## config.mk

```make
export PLATFORM = sky130hd
export DESIGN_NAME = spi_reg_responder
export DESIGN_NICKNAME = d
export VERILOG_FILES = /design/src/rtl/spi_reg_responder_pkg.sv /design/src/rtl/spi_sync_edge.sv /design/src/rtl/spi_reg_responder.sv
export SDC_FILE = /design/constraint.sdc
export NUM_CORES = 1
export LEC_CHECK = 0
export BUFFER_PORTS_ARGS = -buffer_cell sky130_fd_sc_hd__buf_2
export CAP_MARGIN = 20
export CORE_MARGIN = 3
export CORE_UTILIZATION = 49
export DETAILED_ROUTE_END_ITERATION = 7
export GPL_ROUTABILITY_DRIVEN = 0
export GPL_TIMING_DRIVEN = 0
export PLACE_DENSITY = 0.73
export SLEW_MARGIN = 20
export SYNTH_ARGS = -nofsm -noshare
export SYNTH_HDL_FRONTEND = slang
export SYNTH_SLANG_ARGS = --single-unit
```

## constraint.sdc

```tcl
create_clock -name axi_aclk -period 2.8 [get_ports axi_aclk]
set_clock_uncertainty 0.1 [all_clocks]
set_input_delay 0.28 -clock axi_aclk [delete_from_list [all_inputs] [get_ports axi_aclk]]
set_output_delay 0.28 -clock axi_aclk [all_outputs]
set_load 0.005 [all_outputs]
```

## src/rtl/spi_reg_responder_pkg.sv

```systemverilog
`default_nettype none
// ============================================================================
// Module      : spi_reg_responder_pkg
// Description : Shared types and frame constants for the SPI register
//               responder (state encoding, command byte layout).
// Revision    : 1.0 - initial release
// ============================================================================
package spi_reg_responder_pkg;

  // Frame-level state of the responder
  typedef enum logic [1:0] {
    IDLE = 2'd0,
    CMD  = 2'd1,
    DATA = 2'd2,
    DONE = 2'd3
  } state_t;

  // Command byte length and position of the read/not-write flag inside it
  localparam int CMD_BITS = 8;
  localparam int RW_BIT   = 7;

  // Total number of SCK rises in a complete frame
  function automatic int frame_bits(input int data_w);
    return CMD_BITS + data_w;
  endfunction

endpackage : spi_reg_responder_pkg
`default_nettype wire

```

## src/rtl/spi_sync_edge.sv

```systemverilog
`default_nettype none
// ============================================================================
// Module      : spi_sync_edge
// Description : Multi-flop synchronizer for an asynchronous SPI pin with
//               single-cycle rise/fall pulses on the synchronized level.
// Revision    : 1.0 - initial release
// ============================================================================
module spi_sync_edge #(
  parameter int   SYNC_STAGES = 2,
  parameter logic RESET_VAL   = 1'b0
) (
  input  logic axi_aclk,
  input  logic axi_areset,
  input  logic din,
  output logic level,
  output logic rise,
  output logic fall
);

  logic [SYNC_STAGES-1:0] r_sync;
  logic                   r_prev;

  // Shift the raw pin through the synchronizer and remember the last level
  always_ff @(posedge axi_aclk or posedge axi_areset) begin
    if (axi_areset) begin
      r_sync <= {SYNC_STAGES{RESET_VAL}};
      r_prev <= RESET_VAL;
    end else begin
      r_sync <= {r_sync[SYNC_STAGES-2:0], din};
      r_prev <= r_sync[SYNC_STAGES-1];
    end
  end

  assign level = r_sync[SYNC_STAGES-1];
  assign rise  = level & ~r_prev;
  assign fall  = ~level & r_prev;

endmodule : spi_sync_edge
`default_nettype wire

```

## src/rtl/spi_reg_responder.sv

```systemverilog
`default_nettype none
// ============================================================================
// Module      : spi_reg_responder
// Description : Mode-0 SPI slave giving an external master read/write access
//               to a local register bank. All SPI pins are oversampled in the
//               axi_aclk domain. Frame = 8-bit command + DATA_W data bits.
// Revision    : 1.0 - initial release
// ============================================================================
module spi_reg_responder
  import spi_reg_responder_pkg::*;
#(
  parameter int NREGS       = 16,
  parameter int ADDR_W      = 4,
  parameter int DATA_W      = 32,
  parameter int SYNC_STAGES = 2
) (
  input  logic              axi_aclk,
  input  logic              axi_areset,
  input  logic              spi_sck_i,
  input  logic              spi_csn_i,
  input  logic              spi_mosi_i,
  output logic              spi_miso_o,
  output logic              spi_miso_t,
  output logic [ADDR_W-1:0] reg_addr,
  output logic [DATA_W-1:0] reg_wdata,
  output logic              reg_we,
  output logic              reg_re,
  input  logic [DATA_W-1:0] reg_rdata,
  output logic              frame_err,
  output logic              busy
);

  localparam int FRAME_BITS = frame_bits(DATA_W);
  localparam int CNT_W      = $clog2(FRAME_BITS + 1);

  // The register bank must fit in the command byte's address field
  if (NREGS > (1 << ADDR_W)) begin : g_nregs_check
    $error("NREGS does not fit in ADDR_W address bits");
  end

  logic w_sck_level, w_sck_rise, w_sck_fall;
  logic w_csn_level, w_csn_rise, w_csn_fall;
  logic w_mosi;

  // sck idles low in mode 0; csn idles high so reset never looks like a frame
  spi_sync_edge #(.SYNC_STAGES(SYNC_STAGES), .RESET_VAL(1'b0)) u_sck_sync (
    .axi_aclk  (axi_aclk),
    .axi_areset(axi_areset),
    .din       (spi_sck_i),
    .level     (w_sck_level),
    .rise      (w_sck_rise),
    .fall      (w_sck_fall)
  );

  spi_sync_edge #(.SYNC_STAGES(SYNC_STAGES), .RESET_VAL(1'b1)) u_csn_sync (
    .axi_aclk  (axi_aclk),
    .axi_areset(axi_areset),
    .din       (spi_csn_i),
    .level     (w_csn_level),
    .rise      (w_csn_rise),
    .fall      (w_csn_fall)
  );

  // MOSI needs only its level; same depth keeps it aligned with the sck pulses
  logic [SYNC_STAGES-1:0] r_mosi_sync;
  always_ff @(posedge axi_aclk or posedge axi_areset) begin
    if (axi_areset) r_mosi_sync <= '0;
    else            r_mosi_sync <= {r_mosi_sync[SYNC_STAGES-2:0], spi_mosi_i};
  end
  assign w_mosi = r_mosi_sync[SYNC_STAGES-1];

  state_t              r_state, w_state_next;
  logic [CNT_W-1:0]    r_bit_cnt;
  logic [CMD_BITS-2:0] r_cmd;
  logic                r_rd;
  logic [ADDR_W-1:0]   r_addr;
  logic [DATA_W-1:0]   r_wdata;
  logic [DATA_W-1:0]   r_tx;
  logic                r_miso, r_we, r_re, r_err;

  // State register
  always_ff @(posedge axi_aclk or posedge axi_areset) begin
    if (axi_areset) r_state <= IDLE;
    else            r_state <= w_state_next;
  end

  // Next-state: csn edges take priority over any coincident sck edge
  always_comb begin
    w_state_next = r_state;
    if (w_csn_rise) begin
      w_state_next = IDLE;
    end else if (w_csn_fall) begin
      if (r_state == IDLE) w_state_next = CMD;
    end else if (w_sck_rise) begin
      if (r_state == CMD && r_bit_cnt == CNT_W'(CMD_BITS - 1))
        w_state_next = DATA;
      else if (r_state == DATA && r_bit_cnt == CNT_W'(FRAME_BITS - 1))
        w_state_next = DONE;
    end
  end

  // Frame datapath: shifting, strobes, MISO drive and abort detection
  always_ff @(posedge axi_aclk or posedge axi_areset) begin
    if (axi_areset) begin
      r_bit_cnt <= '0;
      r_cmd     <= '0;
      r_rd      <= 1'b0;
      r_addr    <= '0;
      r_wdata   <= '0;
      r_tx      <= '0;
      r_miso    <= 1'b0;
      r_we      <= 1'b0;
      r_re      <= 1'b0;
      r_err     <= 1'b0;
    end else begin
      r_we  <= 1'b0;
      r_re  <= 1'b0;
      r_err <= 1'b0;
      if (w_csn_rise) begin
        // A frame that saw at least one rise but never reached DONE is short
        r_err  <= (r_state == DATA) || (r_state == CMD && r_bit_cnt != '0);
        r_miso <= 1'b0;
      end else if (w_csn_fall) begin
        if (r_state == IDLE) begin
          r_bit_cnt <= '0;
          r_cmd     <= '0;
          r_miso    <= 1'b0;
        end
      end else begin
        case (r_state)
          CMD: begin
            if (w_sck_rise) begin
              r_cmd     <= {r_cmd[CMD_BITS-3:0], w_mosi};
              r_bit_cnt <= r_bit_cnt + CNT_W'(1);
              if (r_bit_cnt == CNT_W'(CMD_BITS - 1)) begin
                r_addr <= {r_cmd[ADDR_W-2:0], w_mosi};
                r_rd   <= r_cmd[RW_BIT-1];
                r_re   <= r_cmd[RW_BIT-1];
              end
            end
          end
          DATA: begin
            // Read data is captured while reg_re is up and reg_addr is fresh
            if (r_re) begin
              r_tx <= reg_rdata;
            end else if (w_sck_fall && !w_sck_level && r_rd) begin
              r_miso <= r_tx[DATA_W-1];
              r_tx   <= {r_tx[DATA_W-2:0], 1'b0};
            end
            if (w_sck_rise) begin
              r_bit_cnt <= r_bit_cnt + CNT_W'(1);
              if (!r_rd) r_wdata <= {r_wdata[DATA_W-2:0], w_mosi};
              if (r_bit_cnt == CNT_W'(FRAME_BITS - 1)) begin
                r_we   <= ~r_rd;
                r_miso <= 1'b0;
              end
            end
          end
          default: begin
          end
        endcase
      end
    end
  end

  assign spi_miso_o = r_miso;
  assign spi_miso_t = w_csn_level;
  assign busy       = ~w_csn_level;
  assign reg_addr   = r_addr;
  assign reg_wdata  = r_wdata;
  assign reg_we     = r_we;
  assign reg_re     = r_re;
  assign frame_err  = r_err;

endmodule : spi_reg_responder
`default_nettype wire

```

* Word-level counts from Yosys, hierarchy flattened
Index checks and enable logic that the tools add are counted.
Operators by class: bitwise operators 11, reductions and logical operators 24, $add $sub $neg 1, multiplexer cells 35, equal/unequal tests 6
Operator list (number):
- 2-to-1 mux 32 bit | 2
- 2-to-1 mux 7 bit | 4
- 2-to-1 mux 6 bit | 4
- 2-to-1 mux 1 bit | 19
- 2-to-1 mux 2 bit | 6
- AND reduction 4 bit | 3
- AND reduction 5 bit | 2
- nonzero test 2 bit | 4
- inverter 1 bit | 7
- adder 6 x 1 -> 6 bit, second input constant | 1
- == test 6 x 3 -> 1 bit, second input constant | 1
- == test 6 bit, second input constant | 1
- nonzero test 3 bit | 2
- nonzero test 6 bit | 1
- logical AND 1 bit | 5
- bitwise AND 1 bit | 4
- nonzero test 4 bit | 1
- inequality test 3 x 2 -> 1 bit, second input constant | 1
- AND reduction 3 bit | 1
- == test 2 x 1 -> 1 bit, second input constant | 1
- == test 2 bit, second input constant | 1
- zero test 2 bit | 1
- inequality test 2 bit, second input constant | 1
- AND reduction 2 bit | 1
- other kinds (3) | 3
Word-level totals: bits in registers 96, logic and storage cells 93, input bits 37

* Logic depth before layout (Yosys ltp)
Gate-level depths: netlist (run 1).
depth in word-level cells 11, depth in mapped cells 7, mapped depth without buffers 6

* Hierarchy
Synthesis (run 1) repeated with hierarchy kept, for this count alone.
Second synthesis, totals: cells, all modules 311, area total of the unflattened synthesis 4315.4 um^2
By module, submodules not included:
- spi_reg_responder | sequential area each 2252.2 um^2, area each 4124.0 um^2, instances 1, cells each 299
- spi_sync_edge (u_csn_sync) | sequential area each 78.8 um^2, area each 97.6 um^2, instances 1, cells each 6
- spi_sync_edge (u_sck_sync) | sequential area each 75.1 um^2, area each 93.8 um^2, instances 1, cells each 6

* Worst setup path before layout (run 1)
OpenSTA, ideal clock, no wires.
path type reg2reg, from register u_csn_sync.r_sync[1], to register r_cmd[0], setup slack 0.770 ns, period minus slack after synthesis 2.030 ns, arrival time 1.809 ns, required time 2.579 ns, library setup time 0.121 ns, cell stages (with the launch flop) 8, cell sequence dfstp_2 inv_1 ha_1 nor3b_4 a21oi_1 or2_0 clkbuf_1 a22o_1
Between the ends: word-level cells in the longest chain between the ends 4, elaborated cells between the ends (all ways) 9
Ends and longest elaborated chain:
- start: declaration | line spi_sync_edge.sv:20 | logic [SYNC_STAGES-1:0] r_sync;
- start signal: assignment | line spi_sync_edge.sv:26 | r_sync <= {SYNC_STAGES{RESET_VAL}};
- start signal: assignment | line spi_sync_edge.sv:29 | r_sync <= {r_sync[SYNC_STAGES-2:0], din};
- inverter 1 bit *
- named net busy | line spi_reg_responder.sv:30 | output logic busy
- bitwise AND 1 bit * | line spi_sync_edge.sv:36 | assign fall = ~level & r_prev;
- inequality test 2 bit (no source line) or nonzero test 2 bit (tied branches)
- AND reduction 4 bit (no source line)
- end signal: assignment | line spi_reg_responder.sv:133 | r_cmd <= {r_cmd[CMD_BITS-3:0], w_mosi};
- end: declaration | line spi_reg_responder.sv:74 | logic [CMD_BITS-2:0] r_cmd;
Mark *: on every way through the listed nets, which the timed path passes. The rest lies on a longest branch. A chain may end at the register's enable or synchronous reset.

* Worst setup path in the final report (run 1)
from register u_csn_sync.r_sync[1], to register r_cmd[0]
Between the ends: word-level cells in the longest chain between the ends 4, elaborated cells between the ends (all ways) 9
Ends and longest elaborated chain (line):
- inverter 1 bit | spi_sync_edge.sv:36
- bitwise AND 1 bit | spi_sync_edge.sv:36
- inequality test 2 bit (no source line) or nonzero test 2 bit (tied branches)
- AND reduction 4 bit (no source line)
Parallel ways exist; a longest one is shown, timed or not.

==> flow_summary.ini, run 1 <==
[cells_and_area]
multi_input_area_um2 = 1580
regArea_um2 = 2410
area_growth_pct = 20.2
layout.nets = 466
drive_above_1_share_pct = 35.8
finish.utilization_pct = 62.3
filler_cell_count = 655
n_antenna_cell = 0
final_cell_area_um2 = 4940

[setup_path]
cp_cell_sequence = inv_1, ha_1, nor3b_4, a21oi_1, or2_0, clkbuf_1, a22o_1
critical-path-slowest-cell = dfstp_2
crit_path_end = r_cmd[0]
critPathLaunch = u_csn_sync.r_sync[1]
crit_path_max_incr_delay_ns = 0.57
reg2reg_from = u_csn_sync.r_sync[1]
crit_fanout = 7
reg2reg_to = r_cmd[0]
cp.required_ns = 2.95
endpoint_kind = register
critical_path_arrival_ns = 2.37
rr_worst_depth = 7
worstSetupStartpointType = register
critPathKind = register to register
timing.reg2reg.setup_slack_ns = 0.58

[routing]
drt_pass1_iterations = 4
wl_met3_um = 281
dr_wl_met2_mm = 3.68
top_layer = met4
wl_met1_mm = 3.52
wl_mm = 7.62
wl_per_cell_um = 14.4
drt_iter0_markers = 87
ant_nets = 0
dr_total_vias = 2698
vias_per_cell = 5.10
remaining_drc_errors = 0

[logic_synthesis]
synth_area_leaders = dfrtp_1 57%, mux2_2 9.0%, mux2i_1 7.8%
synthMuxAreaShare_pct = 18.9
syn_area_per_cell_um2 = 12.6
synth_commonest_cells = 93 x dfrtp_1, 37 x nand2_1, 34 x o21ai_0
synth_compound_area_share_pct = 8.19
ys_seq_area_share_pct = 58.6
synthFlopType = dfrtp_1
synth_cells = 326
syn_nets = 370
ys_types = 44
yosys_warnings = 0
syn_area_um2 = 4110
synthSimpleGateAreaFrac_pct = 8.50
netlist.top_cell.by_area = dfrtp_1
synth_xor_area_share_pct = 0.639
synth-edff-count = 0
ys_ff_latch = 96
synth.most_common_cell = dfrtp_1
synthAdderAreaFrac_pct = 2.13
synth_top_area_share_pct = 56.6
synthArstFlopShare_pct = 100
synth_top_family_by_area = multiplexers

[status]
status = complete, no violations

[clock_network]
clock-sinks = 96
ctsLongestPathBuffers = 2
path_clk_slew_ns = 0.10
cts_root_buf = clkbuf_8
cts_resized = 0
post_cts_buffers = 0
insertion_delay_ns = 0.36
cts_buffers = 9
h-tree-depth = 3
cts_tree = built

[power_and_ir_drop]
p_sw_w = 0.000709
p_leak_nw = 2.52
max-vdd-ir-drop_v = 0.000262
swShare_pct = 26.0
p_int_w = 0.00201
clkPwrFrac_pct = 34.8
p_seq_share_pct = 55.3
total_power_w = 0.00272
powerDensity_nw_per_um2 = 551
p_comb_share_pct = 10.0

[sta]
setup_viol = 0
setup_tns_ns = 0
rsz0062_at_grt = no
fmax_mhz = 450
max-slew-margin-rel_pct = 71.3
tightest_slew_ns = 0.430
slew_viol_final = 0
hold_viol = 0
min_period_ns = 2.22
fin_crit_sh_pct = 79.5

[grt]
grt-ovfl-total = 0
grt_pass1_wl_mm = 13.4
grt_max_degree = 37
first_global_vias = 2800
grt_use_total_pct = 17.3
antenna_found_initial = 0

[die]
rows = 32
io_pins = 79
die_area_um2 = 9520
start_util_pct = 51.8
die_w_um = 97.6
die_y_um = 97.6
core_um2 = 7930

[job]
max_cap_viol_count = 0

[placement]
hpwlAfterDp_mm = 5.53
placed_area_um2 = 4690
port_buffers = 78

[hold_path]
hold_class = primary input to register
[worst min path at each step]
stage | startpoint | to | slack, ns | depth (start not counted)
finish | reg_rdata[0] | r_tx[0] | 0.05 | 3
global placement | u_sck_sync.r_sync[0] | u_sck_sync.r_sync[1] | 0.23 | 0
CTS | reg_rdata[0] | r_tx[0] | 0.03 | 3
global route | reg_rdata[0] | r_tx[0] | 0.04 | 3
floorplan | spi_csn_i | u_csn_sync.r_sync[0] | 0.18 | 0
detailed placement | axi_areset | r_tx[1] | 0.15 | 2
[worst max-delay path, delay by kind of cell, from the launching register on]
kind	cells	cell delay, ns
AOI/OAI and AO/OA	2	0.37
and+or+nand+nor	2	0.56
buffers and inverters	2	0.23
DFF	1	0.57
adders and majority gates	1	0.28
[routing by layer]
layer | track usage (%) | vias to the layer above
li1 | - | 1339
met1 | 23.6 | 1301
met2 | 26.9 | 45
met3 | 3.59 | 13
met4 | 7.14 | 0
met5 | 0 | -
[state kept, by name, summed over array words and instances (netlist names)]
register,flops
reg_wdata,32
u_sck_sync.r_sync,2
r_tx,32
reg_re,1
r_cmd,7
reg_we,1
spi_miso_o,1
r_bit_cnt,6
r_mosi_sync,2
frame_err,1
reg_addr,4
r_state,2
u_csn_sync.r_prev,1
u_csn_sync.r_sync,2
u_sck_sync.r_prev,1
r_rd,1
[cell type report]
class                      count  share of cell area (%)
buffer                        18                    1.85
clock buffer                   9                    2.51
clock inverter                 7                    1.72
inverter                       9                   0.760
multi-input combinational    203                    31.9
sequential                    96                    48.7
tap                          102                    2.58
timing repair buffer          85                    9.93
[kinds of logic (layout without fill, tap and decap cells)]
logic type	count (synthesis)	after routing
AND/OR/NAND/NOR	67	67
XOR/XNOR	3	3
flip-flops	96	96
AO/OA/AOI/OAI	55	55
buffers and inverters	27	128
multiplexers	71	71
adder cells (fa/ha/maj)	7	7
[stage by stage]
| stage | instances | setup WS [ns] | hold slack [ns] |
|---|---|---|---|
| floorplan | 326 | 0.770 | 0.184 |
| CTS | 529 | 0.568 | 0.0339 |
| finish | 529 | 0.575 | 0.0510 |
| global route | 529 | 0.418 | 0.0439 |
| detailed placement | 509 | 0.611 | 0.150 |
| global placement | 506 | 0.629 | 0.234 |
[power by group through the flow]
stage	logic (W)	registers (W)	clock network, W
global placement	0.000244	0.00153	0
floorplan	0.000179	0.00152	0
detailed placement	0.000264	0.00153	0
finish	0.000271	0.00150	0.000946
global route	0.000314	0.00151	0.00102
CTS	0.000276	0.00150	0.000979
[repair_timing]
action | in CTS | in global routing
hold buffers | 4 | 0
setup endpoints to repair | 0 | 0
endpoints found under the hold margin | 11 | 0
[placed cells by master (no fill, tap or decap), drive strengths merged, types with 4 or more instances in the layout]
cell         count
ha               7
mux2i           32
dfrtp           93
inv             12
buf             88
nand2           37
clkbuf          20
nor2             7
mux2            39
a21oi            6
a22o             7
o21ai           34
dlygate4sd3      4
Note: power is estimated with default switching activity, not from simulation.
==> run 2, diff against run 1 <==
--- a/config.mk
+++ b/config.mk
@@ -8,11 +8,11 @@
 export BUFFER_PORTS_ARGS = -buffer_cell sky130_fd_sc_hd__buf_2
 export CAP_MARGIN = 20
 export CORE_MARGIN = 3
-export CORE_UTILIZATION = 49
+export CORE_UTILIZATION = 55
 export DETAILED_ROUTE_END_ITERATION = 7
 export GPL_ROUTABILITY_DRIVEN = 0
 export GPL_TIMING_DRIVEN = 0
-export PLACE_DENSITY = 0.73
+export PLACE_DENSITY = 0.77
 export SLEW_MARGIN = 20
 export SYNTH_ARGS = -nofsm -noshare
 export SYNTH_HDL_FRONTEND = slang
==> constraint.sdc (replaced) <==
create_clock -name axi_aclk -period 2.3 [get_ports axi_aclk]
set_clock_uncertainty 0.1 [all_clocks]
set_input_delay 0.23 -clock axi_aclk [delete_from_list [all_inputs] [get_ports axi_aclk]]
set_output_delay 0.23 -clock axi_aclk [all_outputs]
set_load 0.005 [all_outputs]
==> run 2 against run 1 <==
- critical path depth unchanged
- clock power is 9.9% higher
- routed wire length up 2.7%
- core utilization grew 7.6 points
- largest cell class unchanged
- critical endpoint is now r_cmd[4]
- die area shrank 10%
==> flow_summary.ini, run 2 (synthesized netlist as in run 1, its figures left out) <==
[status]
status = complete, no violations

[placement]
place_inst = 502
placed_area_um2 = 4660
port_buffers = 78
hpwlAfterDp_mm = 5.65

[setup_path]
cp.required_ns = 2.44
crit_fanout = 7
timing.reg2reg.setup_slack_ns = 0.20
critPathKind = register to register
endpoint_kind = register
critical_path_arrival_ns = 2.24
worstSetupStartpointType = register

[cells_and_area]
layout.nets = 466
n_antenna_cell = 0
final_common_cell = dfrtp_1
drive_above_1_share_pct = 37.0
stdcell_count = 523
final_cell_area_um2 = 4910
area_growth_pct = 19.5
final_cell_mix = 93 x dfrtp_1, 81 x buf_2, 37 x nand2_1

[die]
die_w_um = 92.4
rows = 30
start_util_pct = 58.5
core_um2 = 7020
die_area_um2 = 8540
die_y_um = 92.4
io_pins = 79

[sta]
max-slew-margin-rel_pct = 51.8
setup_viol = 0
setup_tns_ns = 0
fmax_mhz = 475
hold_viol = 0
slew_viol_final = 0
rsz0062_at_grt = no
tightest_slew_ns = 0.722
fin_crit_sh_pct = 91.5
min_period_ns = 2.10

[routing]
drt_iter0_markers = 85
wl_per_cell_um = 15.0
vias_per_cell = 5.32
dr_total_vias = 2782
ant_nets = 0
drt_pass1_iterations = 4
wl_mm = 7.82
remaining_drc_errors = 0

[power_and_ir_drop]
powerDensity_nw_per_um2 = 654
p_leak_nw = 2.51
max-vdd-ir-drop_v = 0.000444

[grt]
antenna_found_initial = 0
grt-ovfl-total = 0
grt_max_degree = 34
grt_pass1_wl_mm = 13.4
grt_use_total_pct = 19.5
first_global_vias = 2870

[clock_network]
cts_buffers = 9
path_clk_slew_ns = 0.09
insertion_delay_ns = 0.35
cts_tree = built
cts_root_buf = clkbuf_8
clock-sinks = 96
ctsLongestPathBuffers = 2
h-tree-depth = 3

[job]
max_cap_viol_count = 0

[hold_path]
hold_class = primary input to register
run 2: changes by cell type in the layout (fill, tap and decap cells not counted), sizes merged:
cell | before | now
bufinv | 1 | 0
inv | 12 | 10
clkbuf | 20 | 21
clkinvlp | 1 | 3
run 2: metrics by stage:
stage | hold slack [ns] | worst slack, ns | util (%) | power (W)
after CTS | 0.0172 | 0.106 | 69.7 | 0.00323
after detailed placement | 0.235 | 0.131 | 66.4 | 0.00219
after global routing | 0.0525 | 0.0467 | 69.9 | 0.00335
after floorplan | 0.134 | 0.270 | - | 0.00207
final | 0.0231 | 0.196 | 69.9 | 0.00321
after global placement | 0.231 | 0.148 | 65.9 | 0.00216
run 2: worst max-delay path, cell delays in order, from the launching register on:
cell	delay, ns
dfstp_2	0.56
inv_1	0.06
ha_1	0.28
nor3b_4	0.25
a21oi_1	0.09
or2_0	0.19
clkbuf_1	0.18
a22o_1	0.27
run 2: layout make-up:
cell class                      count  area, um^2
Buffer                             18        96.3
Clock buffer                       10         138
Clock inverter                      6        52.6
Fill cell                         543        2110
Inverter                            9        37.5
Multi-Input combinational cell    203        1580
Sequential cell                    96        2410
Tap cell                           96         120
Timing Repair Buffer               85         478
run 2: final timing paths:
path / endpoint / from / cells after the start
setup / recovery: r_cmd[4] / u_csn_sync.r_sync[1] / 7
hold / removal: r_tx[0] / reg_rdata[0] / 3
setup reg to reg: r_cmd[4] / u_csn_sync.r_sync[1] / 7
hold reg to reg: u_csn_sync.r_sync[1] / u_csn_sync.r_sync[0] / 0
max in group asynchronous: u_csn_sync.r_sync[0] / axi_areset / 4
min in group asynchronous: reg_wdata[16] / axi_areset / 3
run 2: timing repair:
action / in CTS / in global routing
hold buffers: 4 / 0
endpoints found under the hold margin: 33 / 0
buffers inserted: 0 / 1
gates resized for setup: 0 / 9
setup endpoints to repair: 0 / 36
run 2: where the power goes:
group / total [W] / switching, W / internal [W]
logic: 0.000328 / 0.000171 / 0.000157
clock network: 0.00104 / 0.000606 / 0.000438
registers: 0.00184 / 0.0000695 / 0.00177
total: 0.00321 / 0.000847 / 0.00236
run 2: metal layers:
layer / GRT usage [%] / up-vias / share of wire (%)
li1: - / 1347 / -
met1: 26.2 / 1381 / 45
met2: 32.5 / 44 / 50
met3: 3.49 / 10 / 3.5
met4: 5.94 / 0 / 1.2
met5: 0 / - / 0
==> run 3, diff against run 2 <==
--- a/config.mk
+++ b/config.mk
@@ -7,6 +7,7 @@
 export LEC_CHECK = 0
 export BUFFER_PORTS_ARGS = -buffer_cell sky130_fd_sc_hd__buf_2
 export CAP_MARGIN = 20
+export CORE_ASPECT_RATIO = 0.9
 export CORE_MARGIN = 3
 export CORE_UTILIZATION = 55
 export DETAILED_ROUTE_END_ITERATION = 7
@@ -16,4 +17,5 @@
 export SLEW_MARGIN = 20
 export SYNTH_ARGS = -nofsm -noshare
 export SYNTH_HDL_FRONTEND = slang
+export SYNTH_HIERARCHICAL = 1
 export SYNTH_SLANG_ARGS = --single-unit
==> constraint.sdc (replaced) <==
create_clock -name axi_aclk -period 2.3 [get_ports axi_aclk]
set_clock_uncertainty 0.1 [all_clocks]
set_input_delay 0.46 -clock axi_aclk [delete_from_list [all_inputs] [get_ports axi_aclk]]
set_output_delay 0.46 -clock axi_aclk [all_outputs]
set_load 0.005 [all_outputs]
==> run 3 against run 2 <==
- total power fell by 3.2%
- critical path type unchanged
- highest routed layer unchanged
- sequential share of layout area down 2.3 points
- fmax is 6.3% lower
- largest cell class unchanged
- critical endpoint is now reg_addr[3]
==> flow_summary.ini, run 3 <==
[power_and_ir_drop]
p_sw_w = 0.000761
p_int_w = 0.00234
max-vdd-ir-drop_v = 0.000513
p_comb_share_pct = 8.1
p_leak_nw = 2.70
total_power_w = 0.00311
p_seq_share_pct = 58.1
swShare_pct = 24.5
powerDensity_nw_per_um2 = 603
clkPwrFrac_pct = 33.8

[die]
die_y_um = 90.0
start_util_pct = 58.9
rows = 29
die_area_um2 = 8950
core_um2 = 7330
die_w_um = 99.4
io_pins = 79

[logic_synthesis]
syn_nets = 353
synth.most_common_cell = mux2_2
synth_area_leaders = dfrtp_1 54%, mux2_2 26%, dfstp_2 1.8%
synth_top_area_share_pct = 53.9
synthArstFlopShare_pct = 100
netlist.top_cell.by_area = dfrtp_1
yosys_warnings = 6
syn_area_um2 = 4320
ys_types = 41
synth_commonest_cells = 99 x mux2_2, 93 x dfrtp_1, 11 x o21ai_0
synthFlopType = dfrtp_1
ys_seq_area_share_pct = 55.8
synth-edff-count = 0
synth_cells = 311
ys_ff_latch = 96
syn_area_per_cell_um2 = 13.9

[sta]
hold_viol = 0
fmax_mhz = 445
max-slew-margin-rel_pct = 65.1
rsz0062_at_grt = no
fin_crit_sh_pct = 97.6
setup_viol = 0
min_period_ns = 2.25
tightest_slew_ns = 0.523
setup_tns_ns = 0
slew_viol_final = 0
setup_ws_ns = 0.0541

[setup_path]
crit_cells = 5
critPathLaunch = u_csn_sync/r_sync[1]
reg2reg_to = reg_addr[3]
crit_path_end = reg_addr[3]
worstSetupStartpointType = register
cp_cell_sequence = and2b_2, nand2b_1, or4_4, buf_6, mux2_4
rr_worst_depth = 5
critical_path_buf_inv_count = 1
endpoint_kind = register
critPathKind = register to register
critical-path-slowest-cell = dfstp_2
reg2reg_from = u_csn_sync/r_sync[1]
crit_path_max_incr_delay_ns = 0.58
crit_fanout = 6
critical_path_arrival_ns = 2.39
crit_family = simple AND/OR/NAND/NOR gates
timing.reg2reg.setup_slack_ns = 0.05
cp.required_ns = 2.45

[clock_network]
cts_root_buf = clkbuf_8
path_clk_slew_ns = 0.09
cts_tree = built
clock-sinks = 96
cts_buffers = 9
h-tree-depth = 3
ctsLongestPathBuffers = 2
insertion_delay_ns = 0.36

[cells_and_area]
multi_input_area_um2 = 1830
stdcell_count = 504
drive_above_1_share_pct = 55.5
finish.utilization_pct = 70.3
regArea_um2 = 2410
final_common_cell = mux2_2
layout.nets = 448
n_antenna_cell = 0
filler_cell_count = 521
area_growth_pct = 19.3
final_cell_mix = 99 x mux2_2, 93 x dfrtp_1, 81 x buf_2

[grt]
grt_max_degree = 29
grt_pass1_wl_mm = 13.0
grt-ovfl-total = 0
grt_use_total_pct = 17.8
first_global_vias = 2793
antenna_found_initial = 0

[status]
status = complete, no violations

[routing]
wl_mm = 7.64
wl_per_cell_um = 15.2
vias_per_cell = 5.32
ant_nets = 0
dr_total_vias = 2681
drt_pass1_iterations = 4
drt_iter0_markers = 129
remaining_drc_errors = 0

[placement]
place_inst = 485
dp_slack_ns = -0.117
port_buffers = 78
hpwlAfterDp_mm = 5.60

[hold_path]
hold_class = primary input to register
min_from = spi_csn_i

[job]
max_cap_viol_count = 0
## run 3: cell count changes in the layout (fill, tap and decap cells not counted), sizes merged, moves of 6 or more
cell / delta
nand2: -30
o21ai: -23
mux2: +65
and2b: +6
mux2i: -26
a22o: -6
## run 3: cell families after synthesis
| group | count (synthesis) | share of synthesized area, % |
|---|---|---|
| adder cells (fa/ha/maj) | 5 | 1.45 |
| AND/OR/NAND/NOR | 49 | 7.28 |
| buffers and inverters | 25 | 2.52 |
| multiplexers | 110 | 29.0 |
| AO/OA/AOI/OAI | 26 | 4.03 |
| flip-flops | 96 | 55.8 |
## run 3: how the worst min path moves through the flow
stage | endpoint | slack, ns | depth (start not counted)
2_1_floorplan | u_sck_sync/r_prev | 0.11 | 1
3_3_place_gp | u_sck_sync/r_sync[1] | 0.23 | 0
3_5_place_dp | u_sck_sync/r_sync[1] | 0.24 | 0
4_1_cts | u_csn_sync/r_sync[0] | 0.07 | 1
5_1_grt | u_csn_sync/r_sync[0] | 0.08 | 1
6_report | u_csn_sync/r_sync[0] | 0.09 | 1
## run 3: routing by layer
metal | global-route usage, % | vias up | routed length (um)
li1 | - | 1293 | -
met4 | 3.64 | 0 | 57
met1 | 24.7 | 1314 | 3590
met5 | 0 | - | 0
met2 | 27.0 | 69 | 3410
met3 | 6.73 | 5 | 576
## run 3: power by group through the flow
stage / clock network (W) / logic [W] / registers, W
6_report: 0.00105 / 0.000252 / 0.00180
5_1_grt: 0.00115 / 0.000288 / 0.00181
4_1_cts: 0.00109 / 0.000257 / 0.00180
3_5_place_dp: 0 / 0.000253 / 0.00184
3_3_place_gp: 0 / 0.000228 / 0.00183
2_1_floorplan: 0 / 0.000166 / 0.00182
## run 3: final cells by class
type | instances | area share [%]
plain buffers | 15 | 1.58
clock buffers | 12 | 3.01
clock inverters | 4 | 0.680
inverters | 10 | 0.802
multi-input cells | 190 | 35.6
flip-flops and latches | 96 | 46.7
well taps | 93 | 2.26
repair buffers | 84 | 9.38
## run 3: through the flow
step	hold WS [ns]	instance area [um^2]
3_3_place_gp	0.233	4830
4_1_cts	0.0734	5110
2_1_floorplan	0.114	4320
6_report	0.0912	5150
3_5_place_dp	0.243	4890
5_1_grt	0.0780	5150
## run 3: timing repair
action / in CTS / in global routing
cloned: 0 / 0
hold buffers: 1 / 0
pin swaps: 0 / 1
endpoints found under the setup margin: 65 / 66
buffers inserted: 0 / 2
gates resized for setup: 5 / 9
endpoints found under the hold margin: 15 / 0
